## src/rtl/dmem_access_ctrl.sv

```systemverilog
// Two-port round-robin sequencer in front of a word-wide data memory.
// Sub-word loads are extracted here; SB/SH become read-modify-write sequences.
module dmem_access_ctrl #(
   parameter logic [31:0] DATA_BASE  = 32'h8000_0000,
   parameter int unsigned DATA_BYTES = 4096,
   parameter logic [31:0] SROM_BASE  = 32'h0010_0000,
   parameter int unsigned SROM_WORDS = 2
) (
   input  logic        clk,
   input  logic        rst_n,
   input  logic        c_req,
   input  logic        c_we,
   input  logic [31:0] c_addr,
   input  logic [31:0] c_wdata,
   input  logic [2:0]  c_type,
   output logic        c_done,
   output logic        c_err,
   output logic [31:0] c_rdata,
   input  logic        d_req,
   input  logic        d_we,
   input  logic [31:0] d_addr,
   input  logic [31:0] d_wdata,
   input  logic [2:0]  d_type,
   output logic        d_done,
   output logic        d_err,
   output logic [31:0] d_rdata,
   output logic [31:0] mem_addr,
   output logic [31:0] mem_wr_data,
   output logic [2:0]  mem_data_type,
   output logic        mem_read,
   output logic        mem_write,
   input  logic [31:0] mem_rd_data
);

   localparam logic [31:0] DATA_SIZE  = 32'(DATA_BYTES);
   localparam logic [31:0] SROM_BYTES = 32'(SROM_WORDS * 4);

   typedef enum logic [1:0] {IDLE, ACC, MERGE, RESP} state_t;

   function automatic logic is_byte(input logic [2:0] t);
      return (t == 3'b000) || (t == 3'b011);
   endfunction

   function automatic logic is_half(input logic [2:0] t);
      return (t == 3'b001) || (t == 3'b100);
   endfunction

   function automatic logic is_word(input logic [2:0] t);
      return !is_byte(t) && !is_half(t);
   endfunction

   function automatic logic access_err(input logic we, input logic [31:0] a,
                                       input logic [2:0] t);
      logic [31:0] d_off;
      logic [31:0] s_off;
      logic        in_data;
      logic        in_srom;
      logic        misaligned;
      // Offsets wrap below the base, so a single unsigned compare covers both bounds.
      d_off      = a - DATA_BASE;
      s_off      = a - SROM_BASE;
      in_data    = d_off < DATA_SIZE;
      in_srom    = s_off < SROM_BYTES;
      misaligned = (is_half(t) && a[0]) || (is_word(t) && (a[1:0] != 2'b00));
      return misaligned || !(in_data || in_srom) || (we && in_srom);
   endfunction

   function automatic logic [31:0] extract(input logic [31:0] w, input logic [1:0] lane,
                                           input logic [2:0] t);
      logic [7:0]  b;
      logic [15:0] h;
      logic        sgn;
      b   = w[{lane, 3'b000} +: 8];
      h   = w[{lane[1], 4'b0000} +: 16];
      sgn = (t == 3'b000) || (t == 3'b001);
      if (is_byte(t))      return {{24{sgn & b[7]}}, b};
      else if (is_half(t)) return {{16{sgn & h[15]}}, h};
      else                 return w;
   endfunction

   function automatic logic [31:0] merge(input logic [31:0] w, input logic [1:0] lane,
                                         input logic [2:0] t, input logic [15:0] wd);
      logic [31:0] r;
      r = w;
      if (is_byte(t)) r[{lane, 3'b000} +: 8] = wd[7:0];
      else            r[{lane[1], 4'b0000} +: 16] = wd;
      return r;
   endfunction

   state_t      state;
   logic        last_d;
   logic        sel_d;
   logic        we_q;
   logic [1:0]  lane_q;
   logic [15:0] wdata_q;
   logic [2:0]  type_q;

   logic        grant_d;
   logic        g_we;
   logic [31:0] g_addr;
   logic [31:0] g_wdata;
   logic [2:0]  g_type;
   logic        g_err;
   logic        fin;
   logic        fin_d;
   logic        fin_err;
   logic        fin_ld;
   logic [31:0] fin_data;

   assign mem_data_type = 3'b010;

   // NOTE: every signal assigned here gets a default first, so no path leaves one unassigned and no latch is inferred.
   always_comb begin
      grant_d  = d_req && (!c_req || !last_d);
      g_we     = grant_d ? d_we    : c_we;
      g_addr   = grant_d ? d_addr  : c_addr;
      g_wdata  = grant_d ? d_wdata : c_wdata;
      g_type   = grant_d ? d_type  : c_type;
      g_err    = access_err(g_we, g_addr, g_type);
      fin      = 1'b0;
      fin_d    = sel_d;
      fin_err  = 1'b0;
      fin_ld   = 1'b0;
      fin_data = 32'h0;
      case (state)
         IDLE: begin
            if ((c_req || d_req) && g_err) begin
               fin     = 1'b1;
               fin_d   = grant_d;
               fin_err = 1'b1;
               fin_ld  = !g_we;
            end
         end
         ACC: begin
            if (!(we_q && !is_word(type_q))) begin
               fin      = 1'b1;
               fin_ld   = !we_q;
               fin_data = extract(mem_rd_data, lane_q, type_q);
            end
         end
         MERGE:   fin = 1'b1;
         default: fin = 1'b0;
      endcase
   end

   // NOTE: all state and registered outputs use non-blocking assignments so every register samples pre-edge values.
   always_ff @(posedge clk or negedge rst_n) begin
      if (!rst_n) begin
         state       <= IDLE;
         last_d      <= 1'b1;
         sel_d       <= 1'b0;
         we_q        <= 1'b0;
         lane_q      <= 2'b00;
         wdata_q     <= 16'h0;
         type_q      <= 3'b000;
         c_done      <= 1'b0;
         c_err       <= 1'b0;
         c_rdata     <= 32'h0;
         d_done      <= 1'b0;
         d_err       <= 1'b0;
         d_rdata     <= 32'h0;
         mem_addr    <= 32'h0;
         mem_wr_data <= 32'h0;
         mem_read    <= 1'b0;
         mem_write   <= 1'b0;
      end else begin
         c_done    <= 1'b0;
         c_err     <= 1'b0;
         d_done    <= 1'b0;
         d_err     <= 1'b0;
         mem_read  <= 1'b0;
         mem_write <= 1'b0;
         case (state)
            IDLE: begin
               if (c_req || d_req) begin
                  sel_d   <= grant_d;
                  last_d  <= grant_d;
                  we_q    <= g_we;
                  lane_q  <= g_addr[1:0];
                  wdata_q <= g_wdata[15:0];
                  type_q  <= g_type;
                  if (g_err) begin
                     state <= RESP;
                  end else begin
                     state    <= ACC;
                     mem_addr <= {g_addr[31:2], 2'b00};
                     if (g_we && is_word(g_type)) begin
                        mem_write   <= 1'b1;
                        mem_wr_data <= g_wdata;
                     end else begin
                        mem_read <= 1'b1;
                     end
                  end
               end
            end
            ACC: begin
               if (we_q && !is_word(type_q)) begin
                  mem_write   <= 1'b1;
                  mem_wr_data <= merge(mem_rd_data, lane_q, type_q, wdata_q);
                  state       <= MERGE;
               end else begin
                  state <= RESP;
               end
            end
            MERGE:   state <= RESP;
            RESP:    state <= IDLE;
            default: state <= IDLE;
         endcase
         if (fin) begin
            if (fin_d) begin
               d_done <= 1'b1;
               d_err  <= fin_err;
               if (fin_ld) d_rdata <= fin_data;
            end else begin
               c_done <= 1'b1;
               c_err  <= fin_err;
               if (fin_ld) c_rdata <= fin_data;
            end
         end
      end
   end

endmodule
```

## config.mk

```make
export PLATFORM = sky130hd
export DESIGN_NAME = dmem_access_ctrl
export DESIGN_NICKNAME = d
export VERILOG_FILES = /design/src/rtl/dmem_access_ctrl.sv
export SDC_FILE = /design/constraint.sdc
export NUM_CORES = 1
export LEC_CHECK = 0
export ABC_CLOCK_PERIOD_IN_PS = 2400
export CORE_MARGIN = 2
export CORE_UTILIZATION = 39
export DETAILED_ROUTE_END_ITERATION = 10
export GPL_ROUTABILITY_DRIVEN = 0
export GPL_TIMING_DRIVEN = 0
export PLACE_DENSITY = 0.75
export SYNTH_ARGS = -nofsm -noshare
export SYNTH_HDL_FRONTEND = slang
export SYNTH_SLANG_ARGS = --single-unit
export TNS_END_PERCENT = 50
```

## constraint.sdc

```tcl
create_clock -name clk -period 2.4 [get_ports clk]
set_input_delay 0.48 -clock clk [delete_from_list [all_inputs] [get_ports clk]]
set_output_delay 0.48 -clock clk [all_outputs]
set_load 0.02 [all_outputs]
```

==> summary.md <==
Across the whole layout, storage elements account for 3960 um^2. Across the routed clock network, the largest skew measured is 13.4 ps. For the arrival time reported for the critical path endpoint, the log shows 2930 ps.

In the synthesized netlist the dominant register cell turns out to be dfrtp_1. After synthesis, the cell types taking the most area are dfrtp_1, mux2i_1, nand2_1. The root buffer cell chosen for the clock tree is clkbuf_16. Setup repair after global routing could not meet its margin everywhere. The async set-reset flop share out of synthesis is 1.00. The critical path in this run is classified as flip-flop to flip-flop.

Clock-pin slew was measured on the worst setup and hold paths at 70 ps. In this run, CTS created clock tree buffers numbering 17. The number of inserted diodes is 0. The min-delay analysis places its worst path in the category input port to flip-flop.

Counting flops with a built-in enable in the synthesized netlist gives 0. The synthesized area per cell came out at 10.5 um^2. In this run the deepest clock path goes through 2 buffers.

For this run, design rule violations remaining after detail routing come to 0. Fraction of final layout cells sized beyond drive strength 1: 0.215. Setup-violating endpoint count in the final report: 117. The number of iterations in the first detailed-routing pass was 6; the transition at the pin with the smallest max-transition slack was 761 ps. The final worst setup slack was -216 ps; the overall routing resource usage was 0.274.

The initial antenna violation count is 0, and the layout net count is 1331. For the required time of the worst setup path, the log shows 2710 ps. The height of the die works out to 149 um. The number of warning messages in the yosys log is 0. The run gives 0 as the number of max-slew violations in the final report. CTS saw 158 sinks. Adding up every negative setup slack in the final design gives -16660 ps. The latest clock arrival within the worst-skew pair came out at 430 ps. Number of placement rows: 53.

After detailed routing, the average wire length per cell comes to 21.7 um. The tools report the initial standard-cell utilization of the core as 0.394. Die footprint: 22300 um^2.

TritonCTS built the clock tree. In this run the cell area measured after placement is 11700 um^2. The wire-length estimate of the detail-placed layout is 22700 um. Counting distinct cell types in the post-synthesis netlist gives 60.

Across the run, the number of max-cap violations was 0. In the synthesized netlist, the number of instances is 784. The first global-routing pass estimated 46600 um of wire.

The run finished, with violations left. The run gives 8246 as the via count of the first global-routing pass. The core region area was 20900 um^2; the clock period minus final worst setup slack was 2620 ps.

The checks that failed: negative setup slack. The area used by multi-input combinational logic is 4570 um^2, and the first-iteration detailed-routing DRC count is 781. Derived from the worst setup path, the maximum achievable clock frequency is 0.382 GHz.

The remaining number of nets flagged by the antenna check after routing is 0. Entering global routing, the biggest net connects 114 pins. The library cell occupying the most area in the post-synthesis netlist is dfrtp_1. Dividing total power by cell area gives a power density of 1290 nW/um^2. The total of fill cells in the finished design came out at 1606.

The analysis attributes to cell leakage a power of 5.93 nW. The fraction of the cycle the final worst path needs works out to 1.09. The proportion of synthesized chip area in sequential cells was 0.480; the synthesis-to-finish area growth was 65.0%. Final-report hold violation count: 0.

Of all nets on the critical path, the largest fanout is 10. Detailed routing inserted a total of 8282 vias. The library cell used most frequently in the layout, excluding fill and tap cells, is clkdlybuf4s50_1. The largest voltage drop on the vdd net is 582 uV, and the portion of synthesized cell area occupied by the leading cell type is 0.477.

In the layout the commonest cells are clkdlybuf4s50_1, dfrtp_1, nand2_1. The run gives 13600 um^2 as the post-route cell area. For the worst slew margin relative to its limit, the log shows 0.489.

Buffers placed on the I/O ports in this run total 303. STA classifies the critical path endpoint as a flip-flop. The number of storage elements in the synthesis netlist was 158; the synthesized cell area was 8240 um^2.

The H-tree generated during clock tree synthesis spans 4 levels. For this block, the routed nets add up to 31200 um of wire. The total chip power was 17.5 mW; the width of the chip was 149 um. Dividing the detail-routed via count by the number of cells gives 5.76. In this run the count of I/O pins placed on the die edge is 309.

For the overall overflow remaining after global route, the log shows 0. The startpoint type of the worst setup path was a flip-flop.
[kinds of logic (layout without fill, tap and decap cells)]
logic type | count (synthesis) | after routing | synth area share
compound gates | 230 | 230 | 0.214
simple gates | 217 | 217 | 0.123
flops | 158 | 158 | 0.480
mux | 84 | 84 | 0.118
buf+inv | 82 | 458 | 0.0486
fa+ha+maj | 9 | 9 | 0.0137
other cells | 2 | 5 | 0.000912
xor+xnor | 2 | 2 | 0.00213
[critical path, cell delays in order, from the launching register on]
cell and delay [ps]:
dfstp_2 530, a21bo_1 120, buf_6 130, mux2i_4 260
buf_6 140, nand2_4 50, or3_4 410, buf_6 130
o211ai_4 90, nand4_1 140, buf_6 170, buf_8 130
a32o_1 200
[what timing repair did]
action	in CTS	in global routing
setup endpoints to repair	136	130
pin swaps	46	29
gates resized for setup	136	98
endpoints found under the hold margin	45	0
cloned	3	5
hold buffers	1	0
buffers inserted	26	14
[synthesized netlist by cell type, types with 3 or more instances]
master	n
nor4_1	8
a31oi_1	22
buf_1	8
buf_2	19
nor3_1	5
a221oi_1	16
a32o_1	24
clkbuf_1	30
nand4_1	4
nand3_1	19
nor2_1	29
a21oi_1	37
nand2b_1	4
a222oi_1	16
mux2_1	13
mux4_2	7
a21o_1	15
nor2b_1	24
o21ai_0	29
mux2i_1	43
inv_1	11
buf_6	6
nand2_1	105
dfrtp_1	157
ha_1	9
mux2_2	21
o211ai_2	3
o2bb2ai_1	40
o211ai_1	8
buf_4	6
and3_1	8
[stage by stage]
step           setup slack [ps]  hold slack (ps)   util  cells
6_report                   -216              481  0.651   1438
5_1_grt                    -290              495  0.651   1438
4_1_cts                    -145              463  0.625   1425
3_5_place_dp              -1120              389  0.559   1366
3_3_place_gp              -5650              468  0.557   1365
2_1_floorplan             -61.5              184      -    787
[final timing paths]
path                       startpoint          end  slack [ps]  depth (start not counted)
setup / recovery               last_d  c_rdata[10]        -220                         12
hold / removal              d_addr[5]  mem_addr[5]         480                          3
setup reg to reg               last_d  c_rdata[10]        -220                         12
hold reg to reg            c_rdata[6]   c_rdata[6]         490                          1
max in group asynchronous       rst_n    lane_q[0]         990                          3
min in group asynchronous       rst_n   d_rdata[6]         540                          2
[layout make-up]
type / count / share of cell area
clock inverters: 15 / 0.0129
flip-flops and latches: 158 / 0.291
well taps: 275 / 0.0253
plain buffers: 64 / 0.0362
clock buffers: 17 / 0.0313
repair buffers: 350 / 0.263
inverters: 12 / 0.00387
multi-input cells: 547 / 0.337
[layer usage]
layer	global-route usage	wire, um	up-vias
met1	0.362	12600	4080
met4	0.0790	726	0
met2	0.446	15000	449
met3	0.0716	2780	54
met5	0	0	-
li1	-	-	3699
[registers in the layout, summed over array words and instances, names as in the netlist, 2 cells and up]
| signal | flops |
|---|---|
| c_rdata | 32 |
| wdata_q | 16 |
| mem_addr | 30 |
| lane_q | 2 |
| mem_wr_data | 32 |
| state | 2 |
| type_q | 3 |
| d_rdata | 32 |
[power breakdown]
| group | total (mW) | switching (mW) | internal, mW |
|---|---|---|---|
| sequential | 4.35 | 0.737 | 3.61 |
| clock | 2.80 | 1.23 | 1.57 |
| combinational | 10.4 | 5.37 | 4.99 |
Power figures use the tool's default switching activity.
